### src/rtl/mc_control_fsm_pkg.sv
// ---------------------------------------------------------------------------
// mc_control_fsm_pkg
//   Shared definitions for the multicycle CPU control unit: opcodes, state
//   encodings, ALU operation codes, PC source and destination-register codes.
//   Imported by the control FSM, its decoder, the ALU and the testbench.
// ---------------------------------------------------------------------------
package mc_control_fsm_pkg;

    localparam int OPW    = 6;
    localparam int ALUOPW = 3;

    // Encodings are visible on the debug 'state' port, so they are fixed.
    typedef enum logic [2:0] {
        S_IF     = 3'b000,
        S_ID     = 3'b001,
        S_EXE_LS = 3'b010,
        S_MEM    = 3'b011,
        S_WB_L   = 3'b100,
        S_EXE_BR = 3'b101,
        S_EXE_AL = 3'b110,
        S_WB_AL  = 3'b111
    } state_t;

    // Opcodes (ins[31:26])
    localparam logic [OPW-1:0] OP_ADD  = 6'b000000;
    localparam logic [OPW-1:0] OP_SUB  = 6'b000001;
    localparam logic [OPW-1:0] OP_ADDI = 6'b000010;
    localparam logic [OPW-1:0] OP_OR   = 6'b010000;
    localparam logic [OPW-1:0] OP_AND  = 6'b010001;
    localparam logic [OPW-1:0] OP_ORI  = 6'b010010;
    localparam logic [OPW-1:0] OP_SLL  = 6'b011000;
    localparam logic [OPW-1:0] OP_SLT  = 6'b100110;
    localparam logic [OPW-1:0] OP_SW   = 6'b110000;
    localparam logic [OPW-1:0] OP_LW   = 6'b110001;
    localparam logic [OPW-1:0] OP_BEQ  = 6'b110100;
    localparam logic [OPW-1:0] OP_BLTZ = 6'b110110;
    localparam logic [OPW-1:0] OP_J    = 6'b111000;
    localparam logic [OPW-1:0] OP_JR   = 6'b111001;
    localparam logic [OPW-1:0] OP_JAL  = 6'b111010;
    localparam logic [OPW-1:0] OP_HALT = 6'b111111;

    // ALU operation select
    localparam logic [ALUOPW-1:0] ALU_ADD = 3'b000;
    localparam logic [ALUOPW-1:0] ALU_SUB = 3'b001;
    localparam logic [ALUOPW-1:0] ALU_SLL = 3'b010;
    localparam logic [ALUOPW-1:0] ALU_OR  = 3'b011;
    localparam logic [ALUOPW-1:0] ALU_AND = 3'b100;
    localparam logic [ALUOPW-1:0] ALU_SLT = 3'b101;

    // Next-PC source
    localparam logic [1:0] PC_NEXT   = 2'b00;  // PC+4
    localparam logic [1:0] PC_BRANCH = 2'b01;  // PC+4+(imm<<2)
    localparam logic [1:0] PC_RS     = 2'b10;  // jr
    localparam logic [1:0] PC_JUMP   = 2'b11;  // j / jal target

    // Register-file write destination
    localparam logic [1:0] WR_RA = 2'b00;  // $31 for jal
    localparam logic [1:0] WR_RT = 2'b01;
    localparam logic [1:0] WR_RD = 2'b10;

endpackage

### src/rtl/mc_control_fsm_decode.sv
// ---------------------------------------------------------------------------
// mc_control_fsm_decode
//   Purely combinational opcode decoder. Classifies the instruction and
//   produces the datapath selects that depend only on the opcode.
// Ports
//   op         in   6   opcode from IR
//   is_alu     out  1   R- or I-type ALU instruction (EXE_AL/WB_AL path)
//   is_imm     out  1   ALU instruction with immediate operand (writes rt)
//   is_br      out  1   beq / bltz
//   is_ls      out  1   lw / sw
//   is_jmp     out  1   j / jr / jal
//   is_halt    out  1   halt
//   alu_op     out  3   ALU operation
//   ext_sel    out  1   1 = sign extend immediate, 0 = zero extend
//   alu_src_a  out  1   1 = shift amount, 0 = rs
//   alu_src_b  out  1   1 = extended immediate, 0 = rt
// ---------------------------------------------------------------------------
module mc_control_fsm_decode
    import mc_control_fsm_pkg::*;
(
    input  logic [OPW-1:0]    op,
    output logic              is_alu,
    output logic              is_imm,
    output logic              is_br,
    output logic              is_ls,
    output logic              is_jmp,
    output logic              is_halt,
    output logic [ALUOPW-1:0] alu_op,
    output logic              ext_sel,
    output logic              alu_src_a,
    output logic              alu_src_b
);

    always_comb begin
        // NOTE: every output gets a default before the case so no path leaves
        // a signal unassigned, which would otherwise infer a latch.
        is_alu    = 1'b0;
        is_imm    = 1'b0;
        is_br     = 1'b0;
        is_ls     = 1'b0;
        is_jmp    = 1'b0;
        is_halt   = 1'b0;
        alu_op    = ALU_ADD;
        ext_sel   = 1'b0;
        alu_src_a = 1'b0;
        alu_src_b = 1'b0;

        case (op)
            OP_ADD:  is_alu = 1'b1;
            OP_SUB:  begin is_alu = 1'b1; alu_op = ALU_SUB; end
            OP_ADDI: begin is_alu = 1'b1; is_imm = 1'b1; ext_sel = 1'b1; alu_src_b = 1'b1; end
            OP_OR:   begin is_alu = 1'b1; alu_op = ALU_OR; end
            OP_AND:  begin is_alu = 1'b1; alu_op = ALU_AND; end
            OP_ORI:  begin is_alu = 1'b1; is_imm = 1'b1; alu_op = ALU_OR; alu_src_b = 1'b1; end
            // sll shifts rt by the sa field, so A takes sa and B stays rt.
            OP_SLL:  begin is_alu = 1'b1; alu_op = ALU_SLL; alu_src_a = 1'b1; end
            OP_SLT:  begin is_alu = 1'b1; alu_op = ALU_SLT; end
            OP_SW,
            OP_LW:   begin is_ls = 1'b1; ext_sel = 1'b1; alu_src_b = 1'b1; end
            // Branches compare via subtraction: zero for beq, sign for bltz.
            OP_BEQ,
            OP_BLTZ: begin is_br = 1'b1; alu_op = ALU_SUB; ext_sel = 1'b1; end
            OP_J,
            OP_JR,
            OP_JAL:  is_jmp = 1'b1;
            OP_HALT: is_halt = 1'b1;
            default: ;  // unknown opcode: no class, behaves as nop
        endcase
    end

endmodule

### src/rtl/mc_control_fsm.sv
// ---------------------------------------------------------------------------
// mc_control_fsm
//   Multicycle CPU control unit. Steps each instruction through
//   IF/ID/EXE/MEM/WB and drives every datapath enable and mux select.
//   All outputs are combinational from (state, op, zero, sign).
// Ports
//   CLK        in   1   clock, all state changes on posedge
//   Reset      in   1   synchronous active-high, returns to sIF, clears halt
//   op         in   6   opcode from IR (valid from sID)
//   zero       in   1   ALU result == 0
//   sign       in   1   ALU result MSB
//   PCWre      out  1   PC write, only in the last state of an instruction
//   IRWre      out  1   IR load (sIF)
//   InsMemRW   out  1   instruction memory read (sIF)
//   RegWre     out  1   register-file write
//   WrRegSel   out  2   write destination ($31 / rt / rd)
//   ALUSrcA    out  1   1 = sa, 0 = rs
//   ALUSrcB    out  1   1 = extended imm, 0 = rt
//   ExtSel     out  1   1 = sign extend
//   ALUOp      out  3   ALU operation
//   mRD        out  1   data memory read (sMEM, lw)
//   mWR        out  1   data memory write (sMEM, sw)
//   DBDataSrc  out  1   1 = memory data to write-back
//   PCSrc      out  2   next-PC source
//   state      out  3   current state (debug)
// ---------------------------------------------------------------------------
module mc_control_fsm
    import mc_control_fsm_pkg::*;
#(
    parameter int OPW    = 6,
    parameter int ALUOPW = 3
) (
    input  logic              CLK,
    input  logic              Reset,
    input  logic [OPW-1:0]    op,
    input  logic              zero,
    input  logic              sign,
    output logic              PCWre,
    output logic              IRWre,
    output logic              InsMemRW,
    output logic              RegWre,
    output logic [1:0]        WrRegSel,
    output logic              ALUSrcA,
    output logic              ALUSrcB,
    output logic              ExtSel,
    output logic [ALUOPW-1:0] ALUOp,
    output logic              mRD,
    output logic              mWR,
    output logic              DBDataSrc,
    output logic [1:0]        PCSrc,
    output logic [2:0]        state
);

    state_t state_q, state_d;
    logic   halted_q, halted_d;

    logic is_alu, is_imm, is_br, is_ls, is_jmp, is_halt;

    mc_control_fsm_decode u_decode (
        .op        (op),
        .is_alu    (is_alu),
        .is_imm    (is_imm),
        .is_br     (is_br),
        .is_ls     (is_ls),
        .is_jmp    (is_jmp),
        .is_halt   (is_halt),
        .alu_op    (ALUOp),
        .ext_sel   (ExtSel),
        .alu_src_a (ALUSrcA),
        .alu_src_b (ALUSrcB)
    );

    always_ff @(posedge CLK) begin
        // NOTE: non-blocking assignments so every register samples the
        // pre-edge values regardless of statement order.
        if (Reset) begin
            state_q  <= S_IF;
            halted_q <= 1'b0;
        end else begin
            state_q  <= state_d;
            halted_q <= halted_d;
        end
    end

    assign state = state_q;

    // The destination only matters while RegWre is high, so it follows the
    // opcode directly.
    always_comb begin
        if (op == OP_JAL)              WrRegSel = WR_RA;
        else if (is_imm || op == OP_LW) WrRegSel = WR_RT;
        else                           WrRegSel = WR_RD;
    end

    always_comb begin
        state_d   = state_q;
        halted_d  = halted_q;
        PCWre     = 1'b0;
        IRWre     = 1'b0;
        InsMemRW  = 1'b0;
        RegWre    = 1'b0;
        mRD       = 1'b0;
        mWR       = 1'b0;
        DBDataSrc = 1'b0;
        PCSrc     = PC_NEXT;

        case (state_q)
            S_IF: begin
                IRWre    = 1'b1;
                InsMemRW = 1'b1;
                state_d  = S_ID;
            end
            S_ID: begin
                // Halt parks the FSM in sID with every enable low.
                if (halted_q || is_halt) begin
                    halted_d = 1'b1;
                end else if (is_br) begin
                    state_d = S_EXE_BR;
                end else if (is_ls) begin
                    state_d = S_EXE_LS;
                end else if (is_alu) begin
                    state_d = S_EXE_AL;
                end else begin
                    // Jumps finish here; unknown opcodes fall through as nop.
                    PCWre   = 1'b1;
                    state_d = S_IF;
                    if (op == OP_JR)  PCSrc = PC_RS;
                    else if (is_jmp)  PCSrc = PC_JUMP;
                    if (op == OP_JAL) RegWre = 1'b1;
                end
            end
            S_EXE_AL: state_d = S_WB_AL;
            S_WB_AL: begin
                RegWre  = 1'b1;
                PCWre   = 1'b1;
                state_d = S_IF;
            end
            S_EXE_BR: begin
                PCWre   = 1'b1;
                state_d = S_IF;
                if ((op == OP_BEQ && zero) || (op == OP_BLTZ && sign))
                    PCSrc = PC_BRANCH;
            end
            S_EXE_LS: state_d = S_MEM;
            S_MEM: begin
                if (op == OP_LW) begin
                    mRD     = 1'b1;
                    state_d = S_WB_L;
                end else begin
                    mWR     = 1'b1;
                    PCWre   = 1'b1;
                    state_d = S_IF;
                end
            end
            S_WB_L: begin
                RegWre    = 1'b1;
                DBDataSrc = 1'b1;
                PCWre     = 1'b1;
                state_d   = S_IF;
            end
            default: state_d = S_IF;
        endcase

        // A reset cycle must not commit anything, even mid-instruction.
        if (Reset) begin
            PCWre    = 1'b0;
            IRWre    = 1'b0;
            InsMemRW = 1'b0;
            RegWre   = 1'b0;
            mRD      = 1'b0;
            mWR      = 1'b0;
            PCSrc    = PC_NEXT;
        end
    end

endmodule

### config.mk
export PLATFORM = sky130hd
export DESIGN_NAME = mc_control_fsm
export DESIGN_NICKNAME = d
export VERILOG_FILES = /design/src/rtl/mc_control_fsm_pkg.sv /design/src/rtl/mc_control_fsm_decode.sv /design/src/rtl/mc_control_fsm.sv
export SDC_FILE = /design/constraint.sdc
export NUM_CORES = 1
export LEC_CHECK = 0
export CAP_MARGIN = 20
export CORE_MARGIN = 5
export CORE_UTILIZATION = 30
export CTS_CLUSTER_SIZE = 30
export DETAILED_ROUTE_END_ITERATION = 7
export PLACE_DENSITY = 0.58
export SYNTH_ARGS = -nofsm -noshare
export SYNTH_HDL_FRONTEND = slang
export SYNTH_HIERARCHICAL = 1
export SYNTH_SLANG_ARGS = --single-unit
### constraint.sdc
create_clock -name CLK -period 2.41 [get_ports CLK]
set_input_delay 0.482 -clock CLK [delete_from_list [all_inputs] [get_ports CLK]]
set_output_delay 0.482 -clock CLK [all_outputs]
set_load 0.02 [all_outputs]
==> flow_metrics.env, run 1 <==
export IMPL_n_antenna_cell=0
export IMPL_slew_headroom_pct=71.5
export IMPL_setup_viol=0
export IMPL_grt_max_degree=14
export IMPL_core_sq_um=2410
export IMPL_crit_top_cell="buf_6"
export IMPL_nets=173
export IMPL_antenna_found_initial=0
export IMPL_min_path_cells=2
export IMPL_synth_compound_area_share_pct=22.9
export IMPL_synth_mux_area_share_pct=1.53
export IMPL_synth_largest_area_cell="dfxtp_1"
export IMPL_syn_num_nets=110
export IMPL_hpwl_um=2060
export IMPL_hold_path_end="halted_q"
export IMPL_ir_drop_v=0.000293
export IMPL_r2r_end="state[2]"
export IMPL_r2r_cells=4
export IMPL_wire_per_inst_um=14.7
export IMPL_grt_pass1_vias=954
export IMPL_first_pass_iters=4
export IMPL_worstReg2RegStart="state[2]"
export IMPL_cts_tree="yes"
export IMPL_crit_path_max_fanout=6
export IMPL_insertion_delay_ns=0.23
export IMPL_ys_flop_type="dfxtp_1"
export IMPL_vias_per_cell=5.27
export IMPL_drtIter0Drc=40
export IMPL_syn_area_sq_um=738
export IMPL_start_kind="primary input"
export IMPL_critPathArrivalTime_ns=1.86
export IMPL_synth_top_area_share_pct=10.8
export IMPL_synth_async_sr_flop_share_pct=0
export IMPL_dieHeight_um=59.6
export IMPL_grt_usage_pct=16.1
export IMPL_dpl_worst_slack_ns=-1.11
export IMPL_yosysMostFrequentCell="nor2_1"
export IMPL_clk_pin_slew_ns=0.03
export IMPL_cp_data_required_time_ns=1.93
export IMPL_clockBufferDepth=2
export IMPL_synth_avg_cell_area_sq_um=7.38
export IMPL_gr_total_overflow=0
export IMPL_cts_sinks=4
export IMPL_port_buffers=29
export IMPL_synth_enable_flop_cells=0
export IMPL_critical_path_endpoint_type="output port"
export IMPL_cts_buffers=3
export IMPL_hold_path_class="register to register"
export IMPL_slew_violations=0
export IMPL_area_delta_synth_final_pct=95.4
export IMPL_synth_area_leaders="dfxtp_1 (11%), a21oi_1 (4.1%), nor4bb_1 (4.1%)"
export IMPL_min_period_ns=2.34
export IMPL_start_util_pct=30.6
export IMPL_io_pins=30
export IMPL_power_density_nw_per_um2=246
export IMPL_clock_skew_ns=0.00313
export IMPL_maxCapViolations=0
export IMPL_route_detailed_drc=0
export IMPL_worstHoldStart="halted_q"
export IMPL_ant_nets=0
export IMPL_synth_adder_area_share_pct=0
export IMPL_die_area_sq_um=3550
export IMPL_r2r_slack_ns=1.14
export IMPL_ys_seq_elements=4
export IMPL_cellLeakagePower_nw=0.674
export IMPL_nFillCells=233
export IMPL_seq_area_frac_synth_pct=10.8
export IMPL_crit_path_top_delay_cell="nor4_4"
export IMPL_outcome="finished, final reports clean"
export IMPL_criticalPathCategory="primary input to output port"
export IMPL_synth_cell_types=46
export IMPL_post_route_period_util_pct=97.1
export IMPL_synthSimpleGateAreaFrac_pct=54.4
export IMPL_finalWeightedCongestion=0.833
export IMPL_drive_above_1_share_pct=46.0
export IMPL_grt_pass1_wl_um=4460
export IMPL_cts_root_buf="clkbuf_4"
export IMPL_synthCells=100
export IMPL_worstPathCellList="buf_4, buf_6, nand2_4, buf_6, nor2_2, nor4_4, nand2_2, buf_6, o31ai_4, buf_6"
export IMPL_rows=18
export IMPL_synth_commonest_cells="nor2_1 (8), a21oi_1 (6), nand2_1 (5), nor3_1 (5)"
export IMPL_die_x_um=59.6
export IMPL_final_cells=191
export IMPL_setup_slack_ns=0.0687
export IMPL_yosysWarnings=6
export IMPL_htree_levels=1
export IMPL_wl_um=2810
export IMPL_dp_cells=183
export IMPL_synthXorXnorAreaFrac_pct=0
export IMPL_synth_top_family_by_area="simple AND/OR/NAND/NOR gates"
export IMPL_fmax_mhz=427
export IMPL_finalHoldViolCount=0
export IMPL_crit_path_max_incr_delay_ns=0.30
export IMPL_max_slew_worst_pin_slew_ns=0.424
export IMPL_route_vias_total=1007
==> registers in the layout, indices dropped and copies added (netlist names) <==
register  flops
halted_q      1
state         3
==> layout by cell type, fill, tap and decap left out, drive strengths merged, types with 2 or more instances in the layout <==
master	instances
a21oi	6
nor4	4
clkbuf	4
nor2b	3
nor4bb	3
nor2	8
nand2	6
nand4	3
nand3	2
nand4b	4
clkdlybuf4s50	9
o21a	2
nor3b	3
o31ai	2
inv	2
o21ai	3
nor3	5
dfxtp	4
nand2b	2
nand3b	3
a2111oi	2
nor4b	2
dlymetal6s2s	2
buf	50
dlygate4sd2	6
or4b	2
and3b	2
==> worst max-delay path: cells and delay by family <==
family,cells,cell delay [ns]
AOI/OAI and AO/OA,1,0.16
buffers and inverters,5,0.66
and+or+nand+nor,4,0.55
==> how the worst max path moves through the flow <==
stage,start,end,slack (ns)
after global placement,op[0],PCSrc[0],-1.05
after CTS,op[3],PCSrc[0],0.01
after global routing,op[4],PCSrc[0],-0.01
after detailed placement,op[0],PCSrc[0],-1.11
final,op[4],PCSrc[0],0.07
after floorplan,op[3],PCWre,-0.004
==> power by group <==
part	total, W	internal [W]	switching (W)
Combinational	0.000202	0.000101	0.000101
Sequential	0.0000717	0.0000693	0.00000237
Clock	0.0000810	0.0000556	0.0000254
==> stage by stage <==
step	power [W]	instance area [sq um]	utilization, %	setup TNS [ns]	hold slack (ns)
6_report	0.000354	1440	59.9	0	0.561
5_1_grt	0.000381	1440	59.9	-0.0113	0.579
4_1_cts	0.000347	1380	57.1	0	0.565
3_5_place_dp	0.000254	1310	54.2	-9.22	0.536
2_1_floorplan	0.000169	813	-	-0.00391	0.494
3_3_place_gp	0.000251	1310	54.2	-8.58	0.536
==> cell families (layout without fill, tap and decap cells) <==
kind of cell / Yosys count / in the layout
simple gates: 58 / 58
compound gates: 24 / 24
buf+inv: 13 / 74
mux: 1 / 1
flops: 4 / 4
==> timing repair <==
item / in CTS / in global routing
setup endpoints to repair: 16 / 8
cloned: 2 / 0
pin swaps: 7 / 4
hold buffers: 0 / 0
buffers inserted: 4 / 1
resized for setup: 69 / 20
==> layout make-up <==
type	instances	area (sq um)	share of cell area (%)
clock buffer	3	22.5	1.56
inverter	2	7.51	0.520
multi-input combinational	83	716	49.6
sequential	4	80.1	5.55
tap	30	37.5	2.60
timing repair buffer	69	579	40.2
==> metal layers <==
layer | wire length [um] | GRT usage, %
met3 | 104 | 2.18
met2 | 1360 | 25.4
met5 | 0 | 0
met1 | 1340 | 22.3
met4 | 0 | 5.70
Power figures use the tool's default switching activity.
==> run 2, diff against run 1 <==
CORE_ASPECT_RATIO = 1.75   (was not set)
==> run 2 against run 1 <==
Against the previous run:
- flip-flop and latch count is the same
- critical endpoint unchanged
- final area shrank 1.3%
- worst setup slack lost 0.085 ns
- wire length grew 0.25%
- the run now ends with negative setup slack left
==> flow_metrics.env, run 2 (synthesis gave the netlist of run 1 again) <==
export IMPL_crit_path_top_delay_cell="a211o_1"
export IMPL_clockBufferDepth=2
export IMPL_vias_per_cell=5.51
export IMPL_cts_hold_buffers=0
export IMPL_criticalPathCategory="primary input to output port"
export IMPL_htree_levels=1
export IMPL_grt_pass1_wl_um=4570
export IMPL_ir_drop_v=0.000291
export IMPL_clk_pin_slew_ns=0.03
export IMPL_gr_total_overflow=0
export IMPL_critPathArrivalTime_ns=1.94
export IMPL_r2r_cells=4
export IMPL_ant_nets=0
export IMPL_antenna_found_initial=0
export IMPL_worstPathCellList="buf_6, buf_6, nor2_4, nor4bb_1, a211o_1, nor4_4, nand2_2, buf_6, o31ai_4, buf_6"
export IMPL_die_area_sq_um=3590
export IMPL_slew_headroom_pct=73.2
export IMPL_cts_buffers=3
export IMPL_route_detailed_drc=0
export IMPL_cellLeakagePower_nw=0.637
export IMPL_pwr_share_comb_pct=48.5
export IMPL_drive_above_1_share_pct=42.8
export IMPL_holdWs_ns=0.596
export IMPL_crit_path_max_incr_delay_ns=0.31
export IMPL_min_path_cells=2
export IMPL_start_util_pct=31.7
export IMPL_area_delta_synth_final_pct=92.9
export IMPL_critical_path_endpoint_type="output port"
export IMPL_io_pins=30
export IMPL_rows=23
export IMPL_wire_per_inst_um=15.3
export IMPL_slew_violations=0
export IMPL_dieHeight_um=75.6
export IMPL_power_density_nw_per_um2=283
export IMPL_largest_reg_flops=3
export IMPL_maxCapViolations=0
export IMPL_cts_tree="yes"
export IMPL_core_sq_um=2330
export IMPL_fmax_mhz=412
export IMPL_crit_family="compound AO/OA/AOI/OAI gates"
export IMPL_power_switching_w=0.000130
export IMPL_nets=171
export IMPL_grt_usage_pct=17.1
export IMPL_wl_um=2810
export IMPL_first_pass_iters=4
export IMPL_layout_common_cells="buf_4 (34), clkdlybuf4s50_1 (10), buf_6 (9), dlygate4sd2_1 (8), nor2_1 (7)"
export IMPL_finalSetupTns_ns=-0.0163
export IMPL_post_route_period_util_pct=101
export IMPL_hold_path_class="register to register"
export IMPL_seqPwrFrac_pct=17.7
export IMPL_clock_skew_ns=0.00119
export IMPL_dp_cells=178
export IMPL_grt_pass1_vias=1037
export IMPL_pwr_share_clk_pct=33.8
export IMPL_r2r_slack_ns=1.12
export IMPL_insertion_delay_ns=0.21
export IMPL_crit_top_cell="buf_6"
export IMPL_hold_path_end="halted_q"
export IMPL_crit_path_max_fanout=4
export IMPL_switching_share_pct=32.2
export IMPL_outcome="finished with violations"
export IMPL_r2r_end="state[2]"
export IMPL_route_vias_total=1014
export IMPL_grt_max_degree=16
export IMPL_finalWeightedCongestion=0.857
export IMPL_violations="negative setup slack"
export IMPL_setup_viol=1
export IMPL_hpwl_um=2100
export IMPL_final_common_cell="buf_4"
export IMPL_cts_root_buf="clkbuf_8"
export IMPL_worstReg2RegStart="state[1]"
export IMPL_start_kind="primary input"
export IMPL_die_x_um=47.5
export IMPL_nFillCells=214
export IMPL_n_antenna_cell=0
export IMPL_cp_data_required_time_ns=1.93
export IMPL_cts_sinks=4
export IMPL_min_period_ns=2.43
export IMPL_worstHoldStart="halted_q"
export IMPL_rsz0062_at_grt="true"
export IMPL_port_buffers=29
export IMPL_final_cells=184
export IMPL_drtIter0Drc=14
export IMPL_max_slew_worst_pin_slew_ns=0.401
export IMPL_dpl_worst_slack_ns=-1.09
export IMPL_setup_slack_ns=-0.0163
export IMPL_internal_power_w=0.000273
export IMPL_cp_num_buf_inv=4
export IMPL_finalHoldViolCount=0
run 2: worst max-delay path by stage:
stage	slack, ns	endpoint	depth (start not counted)	startpoint
global placement	-1.06	PCSrc[0]	10	op[0]
detailed placement	-1.09	PCSrc[0]	10	op[0]
finish	-0.02	PCSrc[0]	10	op[0]
CTS	0.01	PCSrc[0]	9	op[4]
global route	-0.06	PCSrc[0]	10	op[0]
floorplan	-0.004	PCWre	7	op[3]
run 2: cell type report:
cell class | count | area, sq um | area share [%]
clock buffers | 3 | 41.3 | 2.90
inverters | 2 | 7.51 | 0.527
multi-input cells | 83 | 692 | 48.6
flip-flops and latches | 4 | 80.1 | 5.62
well taps | 25 | 31.3 | 2.20
repair buffers | 67 | 572 | 40.2
run 2: tightest hold or removal path, delay by kind of cell (launching register included):
kind               cells  cell delay [ns]
DFF                    1             0.40
and+or+nand+nor        1             0.08
AOI/OAI and AO/OA      1             0.08
run 2: timing repair:
item	4_1_cts	5_1_grt
resized for setup	69	12
setup endpoints to repair	16	4
hold endpoints to repair	0	0
setup buffers	3	1
pin swaps	5	3
run 2: routing by layer:
layer  track usage [%]  wire [um]  vias up  share of wire (%)
met5                 0          0        -                  0
met4              6.77         46        0                1.6
met3              1.42        102        6                3.6
met2              31.6       1640       23                 58
met1              18.9       1030      482                 36
li1                  -          -      503                  -
run 2: power groups by stage:
stage                     Combinational, W  Sequential, W  Clock, W
after floorplan                  0.0000927      0.0000760         0
after global placement            0.000178      0.0000721         0
after detailed placement          0.000180      0.0000722         0
after CTS                         0.000187      0.0000713  0.000141
after global routing              0.000209      0.0000716  0.000147
final                             0.000195      0.0000713  0.000136
run 2: per-stage QoR:
step,area [sq um],total power (W),utilization (%)
6_report,1420,0.000403,61.1
5_1_grt,1420,0.000428,61.1
4_1_cts,1380,0.000399,59.0
3_5_place_dp,1300,0.000252,55.7
3_3_place_gp,1300,0.000251,55.7
2_1_floorplan,813,0.000169,-
==> run 3, diff against run 2 <==
--- a/config.mk
+++ b/config.mk
@@ -12,4 +12,5 @@
 export CTS_CLUSTER_SIZE = 30
 export DETAILED_ROUTE_END_ITERATION = 7
+export HOLD_SLACK_MARGIN = 0.05
 export PLACE_DENSITY = 0.58
 export SYNTH_ARGS = -nofsm -noshare
==> constraint.sdc (replaced) <==
create_clock -name CLK -period 2.41 [get_ports CLK]
set_input_delay 0.482 -clock CLK [delete_from_list [all_inputs] [get_ports CLK]]
set_output_delay 0.482 -clock CLK [all_outputs]
set_load 0.05 [all_outputs]
==> run 3 against run 2 <==
Against the previous run:
- the flow still finishes with violations (negative setup slack)
- hold slack got worse by 0.019 ns
- flip-flop and latch count is the same
- global-route usage rose by 1.4 points
- final area up 12%
- clock skew grew 0.00088 ns
- worst setup slack worse by 0.067 ns
- non-clock buffer count down 1
- sequential share of layout area down 0.58 points
- combinational power grew 25%
- register-to-register slack got worse by 0.08 ns
- largest cell class unchanged
==> flow_metrics.env, run 3 (synthesis gave the netlist of run 1 again) <==
export IMPL_power_w=0.000460
export IMPL_clockBufferDepth=2
export IMPL_slew_violations=0
export IMPL_ant_nets=0
export IMPL_power_density_nw_per_um2=289
export IMPL_n_antenna_cell=0
export IMPL_hold_path_class="register to register"
export IMPL_min_period_ns=2.49
export IMPL_cts_hold_buffers=0
export IMPL_layout_common_cells="buf_4 (36), buf_12 (15), nor2_1 (7), clkdlybuf4s50_1 (6), nor3_1 (5)"
export IMPL_r2r_end="state[2]"
export IMPL_final_cells=183
export IMPL_criticalPathCategory="primary input to output port"
export IMPL_outcome="finished with violations"
export IMPL_wire_per_inst_um=16.3
export IMPL_cts_sinks=4
export IMPL_use_met2_pct=36.1
export IMPL_rsz0062_at_grt="true"
export IMPL_gr_total_overflow=0
export IMPL_r2r_cells=3
export IMPL_dieHeight_um=75.6
export IMPL_wl_um=2980
export IMPL_dp_cells=173
export IMPL_start_util_pct=31.7
export IMPL_htree_levels=1
export IMPL_cellLeakagePower_nw=0.680
export IMPL_worstHoldStart="halted_q"
export IMPL_port_buffers=29
export IMPL_violations="negative setup slack"
export IMPL_grtUsageMet3_pct=0.473
export IMPL_worstReg2RegStart="state[1]"
export IMPL_route_vias_total=1023
export IMPL_fin_area_sq_um=1590
export IMPL_cts_buffers=3
export IMPL_grt_pass1_wl_um=4940
export IMPL_max_slew_worst_pin_slew_ns=0.614
export IMPL_first_pass_iters=3
export IMPL_post_route_period_util_pct=103
export IMPL_die_area_sq_um=3590
export IMPL_core_sq_um=2330
export IMPL_hpwl_um=2120
export IMPL_clk_pin_slew_ns=0.03
export IMPL_crit_path_max_fanout=2
export IMPL_ir_drop_v=0.000326
export IMPL_utilization_pct=68.2
export IMPL_cp_data_required_time_ns=1.93
export IMPL_post_dp_cell_area_sq_um=1450
export IMPL_critical_path_endpoint_type="output port"
export IMPL_cts_root_buf="clkbuf_8"
export IMPL_clock_skew_ns=0.00207
export IMPL_slew_headroom_pct=58.7
export IMPL_io_pins=30
export IMPL_finalWeightedCongestion=0.840
export IMPL_vias_per_cell=5.59
export IMPL_grt_usage_pct=18.5
export IMPL_route_detailed_drc=0
export IMPL_grt_pass1_vias=1102
export IMPL_finalHoldViolCount=0
export IMPL_die_x_um=47.5
export IMPL_largest_reg_flops=3
export IMPL_critPathArrivalTime_ns=2.01
export IMPL_r2r_slack_ns=1.04
export IMPL_fmax_mhz=401
export IMPL_grt_max_degree=14
export IMPL_setup_viol=3
export IMPL_min_path_cells=2
export IMPL_insertion_delay_ns=0.22
export IMPL_maxCapViolations=0
export IMPL_use_met1_pct=19.5
export IMPL_drtIter0Drc=29
export IMPL_start_kind="primary input"
export IMPL_rows=23
export IMPL_nets=170
export IMPL_setup_slack_ns=-0.0836
export IMPL_drive_above_1_share_pct=51.9
export IMPL_cts_tree="yes"
export IMPL_area_delta_synth_final_pct=115
export IMPL_hold_path_end="halted_q"
export IMPL_antenna_found_initial=0
export IMPL_final_common_cell="buf_4"
export IMPL_grt_busiest_layer="met2"
[run 3: how the worst max path moves through the flow]
stage                from  endpoint  cells after the start
floorplan           op[3]     PCWre                      7
global placement    op[3]     PCWre                      7
detailed placement  op[3]     PCWre                      8
CTS                 op[0]    RegWre                     10
global route        op[0]    RegWre                     10
finish              op[0]    RegWre                     10
[run 3: what timing repair did]
action / 4_1_cts / 5_1_grt
pin swaps: 7 / 1
setup buffers: 7 / 1
endpoints found under the setup margin: 11 / 6
resized for setup: 36 / 4
gates cloned: 0 / 0
[run 3: power breakdown]
group	leakage (nW)	switching [W]	total, W	internal [W]
logic	0.626	0.000127	0.000244	0.000116
registers	0.0326	0.00000492	0.0000743	0.0000694
clock network	0.0216	0.0000354	0.000142	0.000107
[run 3: routing by layer]
metal | wire length (um) | vias to the layer above | share of wire, %
met2 | 1760 | 18 | 59
met1 | 1110 | 501 | 37
met4 | 31 | 0 | 1.0
met5 | 0 | - | 0
li1 | - | 501 | -
met3 | 74 | 3 | 2.5
[run 3: per-stage QoR]
stage / hold slack, ns / setup WS [ns] / setup TNS [ns]
finish: 0.577 / -0.0836 / -0.195
global route: 0.628 / -0.190 / -0.577
CTS: 0.578 / -0.0859 / -0.177
detailed placement: 0.535 / -0.703 / -3.65
global placement: 0.543 / -0.632 / -3.17
floorplan: 0.494 / -0.225 / -0.384
[run 3: layout make-up]
type,instances,area (sq um)
clock buffer,3,41.3
fill,209,742
inverter,2,7.51
multi-input combinational,83,718
sequential,4,80.1
tap,25,31.3
timing repair buffer,66,711
[run 3: worst max-delay path, stage by stage]
cell and delay, ns:
buf_6 0.07, buf_6 0.10, nor2_4 0.04, nor4bb_4 0.14, a211o_1 0.31, nor4_4 0.21, buf_4 0.17, nand4_1 0.14
a21oi_4 0.20, buf_12 0.15
